## src/rtl/branch_predictor_if.sv

```systemverilog
// Fetch-side lookup and resolve-side update bundle for the tournament predictor.
// master: fetch/resolve logic driving pc and updates; slave: the predictor.
interface branch_predictor_if #(
  parameter int LS = 8,
  parameter int GS = 6
);
  logic [15:0]   pc_in;
  logic          br_pr_out;
  logic [1:0]    pred_out;
  logic [LS-1:0] local_index_out;
  logic [GS-1:0] global_index_out;
  logic          init_busy;
  logic          upd_valid;
  logic          upd_taken;
  logic [1:0]    upd_pred;
  logic [LS-1:0] upd_local_index;
  logic [GS-1:0] upd_global_index;

  modport master (
    output pc_in, upd_valid, upd_taken, upd_pred,
    output upd_local_index, upd_global_index,
    input  br_pr_out, pred_out, local_index_out,
    input  global_index_out, init_busy
  );

  modport slave (
    input  pc_in, upd_valid, upd_taken, upd_pred,
    input  upd_local_index, upd_global_index,
    output br_pr_out, pred_out, local_index_out,
    output global_index_out, init_busy
  );
endinterface

```

## src/rtl/branch_predictor.sv

```systemverilog
// Tournament branch predictor: local/global 2-bit PHTs plus chooser.
// Ports: clk, reset (async active-low), bus (slave: lookup + update).
module branch_predictor #(
  parameter int ls = 8,
  parameter int gs = 6
) (
  input logic               clk,
  input logic               reset,
  branch_predictor_if.slave bus
);
  localparam int LN = 2 ** ls;
  localparam int GN = 2 ** gs;

  typedef enum logic {
    INIT = 1'b0,
    RUN  = 1'b1
  } state_t;

  state_t        state, state_nx;
  logic [ls-1:0] init_ctr, ctr_nx;
  logic [gs-1:0] ghr, ghr_nx;

  logic [1:0] lpht    [LN];
  logic [1:0] gpht    [GN];
  logic [1:0] chooser [GN];

  logic [ls-1:0] li;
  logic [gs-1:0] gi;
  logic          l_bit, g_bit, sel_g;

  logic          l_we, g_we, c_we;
  logic [ls-1:0] l_wa;
  logic [gs-1:0] g_wa, c_wa;
  logic [1:0]    l_wd, g_wd, c_wd;

  logic          br_pr, busy;
  logic [1:0]    pred;
  logic          init_g;
  logic          unused_pc;

  function automatic logic [1:0] sat(
    input logic [1:0] c,
    input logic       up
  );
    if (up) return (c == 2'b11) ? c : c + 2'd1;
    return (c == 2'b00) ? c : c - 2'd1;
  endfunction

  assign li    = bus.pc_in[ls:1];
  assign gi    = bus.pc_in[gs:1] ^ ghr;
  assign l_bit = lpht[li][1];
  assign g_bit = gpht[gi][1];
  assign sel_g = chooser[gi][1];

  // init walker covers the smaller global tables only on its first GN steps
  assign init_g = int'(init_ctr) < GN;

  assign unused_pc = ^{bus.pc_in[15:ls+1], bus.pc_in[0]};

  always_ff @(posedge clk or negedge reset) begin
    if (!reset) begin
      state    <= INIT;
      init_ctr <= '0;
      ghr      <= '0;
    end else begin
      state    <= state_nx;
      init_ctr <= ctr_nx;
      ghr      <= ghr_nx;
    end
  end

  always_comb begin
    state_nx = state;
    ctr_nx   = init_ctr;
    ghr_nx   = ghr;
    busy     = 1'b1;
    pred     = 2'b00;
    br_pr    = 1'b0;
    l_we     = 1'b0;
    g_we     = 1'b0;
    c_we     = 1'b0;
    l_wa     = bus.upd_local_index;
    g_wa     = bus.upd_global_index;
    c_wa     = bus.upd_global_index;
    l_wd     = sat(lpht[bus.upd_local_index], bus.upd_taken);
    g_wd     = sat(gpht[bus.upd_global_index], bus.upd_taken);
    c_wd     = sat(chooser[bus.upd_global_index],
                   bus.upd_pred[0] == bus.upd_taken);
    unique case (state)
      INIT: begin
        l_we   = 1'b1;
        l_wa   = init_ctr;
        l_wd   = 2'b01;
        g_we   = init_g;
        c_we   = init_g;
        g_wa   = init_ctr[gs-1:0];
        c_wa   = init_ctr[gs-1:0];
        g_wd   = 2'b01;
        c_wd   = 2'b01;
        ctr_nx = init_ctr + 1'b1;
        if (&init_ctr) state_nx = RUN;
      end
      RUN: begin
        busy  = 1'b0;
        pred  = {l_bit, g_bit};
        br_pr = sel_g ? g_bit : l_bit;
        if (bus.upd_valid) begin
          l_we   = 1'b1;
          g_we   = 1'b1;
          // chooser only learns when the components disagreed
          c_we   = bus.upd_pred[1] ^ bus.upd_pred[0];
          ghr_nx = {ghr[gs-2:0], bus.upd_taken};
        end
      end
      default: state_nx = INIT;
    endcase
  end

  always_ff @(posedge clk) begin
    if (l_we) lpht[l_wa] <= l_wd;
    if (g_we) gpht[g_wa] <= g_wd;
    if (c_we) chooser[c_wa] <= c_wd;
  end

  assign bus.br_pr_out        = br_pr;
  assign bus.pred_out         = pred;
  assign bus.local_index_out  = li;
  assign bus.global_index_out = gi;
  assign bus.init_busy        = busy;
endmodule

```

## src/flat_wrapper.sv

```systemverilog
// flat-port wrapper written by rule: the top's interface ports become plain ports
module branch_predictor_flat 
#(
  parameter int ls = 8,
  parameter int gs = 6
)
  (clk, reset, bus_pc_in, bus_upd_valid, bus_upd_taken, bus_upd_pred, bus_upd_local_index, bus_upd_global_index, bus_br_pr_out, bus_pred_out, bus_local_index_out, bus_global_index_out, bus_init_busy);
  branch_predictor_if #(.LS(8), .GS(6)) bus_i ();
  input logic clk;
  input logic reset;
  input wire logic [$bits(bus_i.pc_in)-1:0] bus_pc_in;
  input wire logic [$bits(bus_i.upd_valid)-1:0] bus_upd_valid;
  input wire logic [$bits(bus_i.upd_taken)-1:0] bus_upd_taken;
  input wire logic [$bits(bus_i.upd_pred)-1:0] bus_upd_pred;
  input wire logic [$bits(bus_i.upd_local_index)-1:0] bus_upd_local_index;
  input wire logic [$bits(bus_i.upd_global_index)-1:0] bus_upd_global_index;
  output wire logic [$bits(bus_i.br_pr_out)-1:0] bus_br_pr_out;
  output wire logic [$bits(bus_i.pred_out)-1:0] bus_pred_out;
  output wire logic [$bits(bus_i.local_index_out)-1:0] bus_local_index_out;
  output wire logic [$bits(bus_i.global_index_out)-1:0] bus_global_index_out;
  output wire logic [$bits(bus_i.init_busy)-1:0] bus_init_busy;
  assign bus_i.pc_in = bus_pc_in;
  assign bus_i.upd_valid = bus_upd_valid;
  assign bus_i.upd_taken = bus_upd_taken;
  assign bus_i.upd_pred = bus_upd_pred;
  assign bus_i.upd_local_index = bus_upd_local_index;
  assign bus_i.upd_global_index = bus_upd_global_index;
  assign bus_br_pr_out = bus_i.br_pr_out;
  assign bus_pred_out = bus_i.pred_out;
  assign bus_local_index_out = bus_i.local_index_out;
  assign bus_global_index_out = bus_i.global_index_out;
  assign bus_init_busy = bus_i.init_busy;
  branch_predictor #(.ls(ls), .gs(gs)) u_core (.clk(clk), .reset(reset), .bus(bus_i));
endmodule
```

## config.mk

```make
export PLATFORM = sky130hd
export DESIGN_NAME = branch_predictor_flat
export DESIGN_NICKNAME = d
export VERILOG_FILES = /design/src/rtl/branch_predictor_if.sv /design/src/rtl/branch_predictor.sv /design/src/flat_wrapper.sv
export SDC_FILE = /design/constraint.sdc
export NUM_CORES = 1
export LEC_CHECK = 0
export CORE_ASPECT_RATIO = 1.75
export CORE_MARGIN = 5
export CORE_UTILIZATION = 62
export CTS_CLUSTER_DIAMETER = 120
export DETAILED_ROUTE_END_ITERATION = 7
export GPL_TIMING_DRIVEN = 0
export PLACE_DENSITY = 0.86
export SLEW_MARGIN = 20
export SYNTH_ARGS = -nofsm -noshare
export SYNTH_HDL_FRONTEND = slang
export SYNTH_SLANG_ARGS = --single-unit
```

## constraint.sdc

```tcl
create_clock -name clk -period 17.5 [get_ports clk]
set_input_delay 4.375 -clock clk [delete_from_list [all_inputs] [get_ports clk]]
set_output_delay 4.375 -clock clk [all_outputs]
set_load 0.02 [all_outputs]
```

==> impl_metrics.ini <==
[sta]
max_freq_ghz = 0.0722
setup_viol = 0
period_share_pct = 79.2
fin_skew_ns = 0.0428
worst_pin_slew_ns = 1.31
maxSlewViolCount = 0
finalHoldViolations = 0
timing.hold.ws_ns = 0.571
finalCriticalPeriod_ns = 13.86
tns_ns = 0
max_slew_margin_pct = 12.5
rsz0062_at_grt = false

[cells_and_area]
multi_input_area_sq_um = 11300
layout_common_cells = edfxtp_1, nor2_1, mux4_2, clkbuf_1, nand2_1
synthToLayoutAreaGrowth_pct = 11.9
layout_commonest_cell = edfxtp_1
layout-drive-gt1-share_pct = 23.8
layout.nets = 2188
design_area_sq_um = 39600
fill_cells = 3480
seq_area_sq_um = 23400
postLayoutCoreUtil_pct = 69.7

[logic_synthesis]
synth.net_count = 2061
yosysWarnings = 0
synth-async-reset-ratio_pct = 1.92
synth_edf_count = 768
synth.distinct_cells = 59
syn_inst = 2024
synth_top_area_share_pct = 65.1
yosysSeqAreaShare_pct = 66.1
synth_area_sq_um = 35400
ys_ff_latch = 783
syn_area_per_cell_sq_um = 17.5
synth_ff_type = edfxtp_1
synthTopCellsByArea = edfxtp_1, mux4_2, nor2_1, dfrtp_1, nand2_1
yosysTopAreaCell = edfxtp_1

[floorplan]
start_util_pct = 62.3
core_sq_um = 56900
die_area_sq_um = 62200
die_h_um = 326
fp.dieW_um = 191
io_pins = 54
row_count = 116

[hold_path]
worstHoldPathCells = 1
min-delay-start = u_core.ghr[5]$_DFFE_PN0P_
hp-class = register to register
min_to = u_core.ghr[5]$_DFFE_PN0P_

[critical_path]
cp.arrival_ns = 9.48
startpoint_type = input pin
path_buf_inv = 4
crit_required_ns = 13.12
r2r_cells = 11
regToRegStartpoint = u_core.lpht[151][1]$_DFFE_PP_
crit_family = buffers and inverters
critPathKind = input pin to primary output
crit_path_max_fanout = 10
end_kind = primary output
crit_path_max_incr_delay_ns = 0.87
rrSetupSlack_ns = 13.14
r2r_end = u_core.lpht[140][1]$_DFFE_PP_
cp_cell_sequence = buf_2, clkbuf_1, clkbuf_1, mux4_2, mux4_2, a22oi_1, nand2_1, mux4_2, and2_4, mux2_2, clkdlybuf4s50_1
cp_slowest_cell = clkbuf_1
critPathMostFrequentCell = mux4_2

[global_routing]
global_route.peak_usage_layer = met2
grt_use_total_pct = 35.6
grt_overflow = 0
grt_pass1_wl_um = 156000
antenna_found_initial = 1
met2_usage_pct = 60.0
grt_max_degree = 45
grt_util_met3_pct = 8.20
first_global_vias = 23000
grt_util_met1_pct = 37.4

[drt]
remaining_drc_errors = 0
viasPerCell = 7.37
routed_wl_um = 109000
postRouteAntennaNets = 0
detail_route.wl_per_cell_um = 36.9
first_iter_violations = 3442
drtPass1Iterations = 6
route.vias.total = 21900

[clock_tree]
cts_buffer_depth = 3
cts_sinks = 783
cts-buffers-inserted = 69
postCtsHoldBufs = 0
clockRootBuffer = clkbuf_16
post_cts_buffers = 0
tritoncts = yes
post_cts_resized = 0
h-tree-depth = 3
path_clk_slew_ns = 0.06
clk_latency_ns = 0.64

[power_and_ir_drop]
pwr_density_cell_nw_per_um2 = 95.2
power.leakage_nw = 12.1
ir_drop_uv = 95.3

[place]
gp_congestion = 1.03
io_buffers = 33
dpl_cell_area_sq_um = 37400
dp_hpwl_um = 76000

[status]
status = completed

[job]
drv_cap = 0
-- flip-flops by register name (all words and copies together) (netlist names) --
| register | count |
|---|---|
| u_core.lpht | 512 |
| u_core.chooser | 128 |
| u_core.gpht | 128 |
| u_core.init_ctr | 8 |
| u_core.ghr | 6 |
| u_core.state | 1 |
-- per-stage QoR --
step           instances  power [mW]  setup slack, ns
2_1_floorplan       2024        2.17             2.42
3_3_place_gp        2824        2.24            -5.51
3_5_place_dp        2846        2.25             3.70
4_1_cts             2965        3.76             3.62
5_1_grt             2966        3.85             3.86
6_report            2967        3.77             3.64
-- per-layer routing --
layer  up-vias  routed length (um)
met5         -                   0
li1       8398                   -
met1     11000               30400
met2      1872               55600
met4         0               11900
met3       600               11400
-- cell families after synthesis --
group / synth area share [%]
DFF: 66.1
and+or+nand+nor: 6.49
muxes: 22.6
buffers and inverters: 2.17
AOI/OAI and AO/OA: 2.22
xor gates and xnor gates: 0.371
adders and majority gates: 0.0635
-- synth_stat cells, types with 7 or more instances --
master	instances
edfxtp_1	768
nor2_1	415
mux4_2	329
nand2_1	97
clkbuf_1	86
mux2i_1	22
nand3_1	20
buf_1	19
buf_4	19
buf_2	16
mux2_2	16
a22oi_1	15
dfrtp_1	15
o21ai_0	15
a21oi_1	14
inv_1	14
nor2b_1	10
nor3_1	9
xnor2_1	9
a22o_1	7
mux4_1	7
nand4_1	7
-- power breakdown --
group / switching, mW / internal, mW / leakage [nW] / total [mW]
combinational: 0.117 / 0.0695 / 3.83 / 0.187
sequential: 0 / 2.03 / 7.15 / 2.03
clock: 0.678 / 0.883 / 1.08 / 1.56
-- layout make-up --
| type | count | area share, % |
|---|---|---|
| Antenna cell | 1 | 0.00631 |
| Tap cell | 767 | 2.42 |
| Multi-Input combinational cell | 1076 | 28.6 |
| Clock buffer | 86 | 4.65 |
| Sequential cell | 783 | 59.1 |
| Timing Repair Buffer | 56 | 2.22 |
| Buffer | 148 | 1.80 |
| Inverter | 17 | 0.161 |
| Clock inverter | 33 | 1.03 |
-- worst max-delay path by stage --
stage	start	to	slack, ns	depth (start not counted)
after floorplan	bus_upd_local_index[0]	u_core.lpht[0][1]$_DFFE_PP_	2.42	14
after global routing	bus_pc_in[1]	bus_br_pr_out	3.86	12
after detailed placement	bus_pc_in[1]	bus_br_pr_out	3.70	9
after CTS	bus_pc_in[1]	bus_br_pr_out	3.62	9
after global placement	bus_upd_local_index[1]	u_core.lpht[0][1]$_DFFE_PP_	-5.51	13
final	bus_pc_in[2]	bus_br_pr_out	3.64	11
Note: power is estimated with default switching activity, not from simulation.
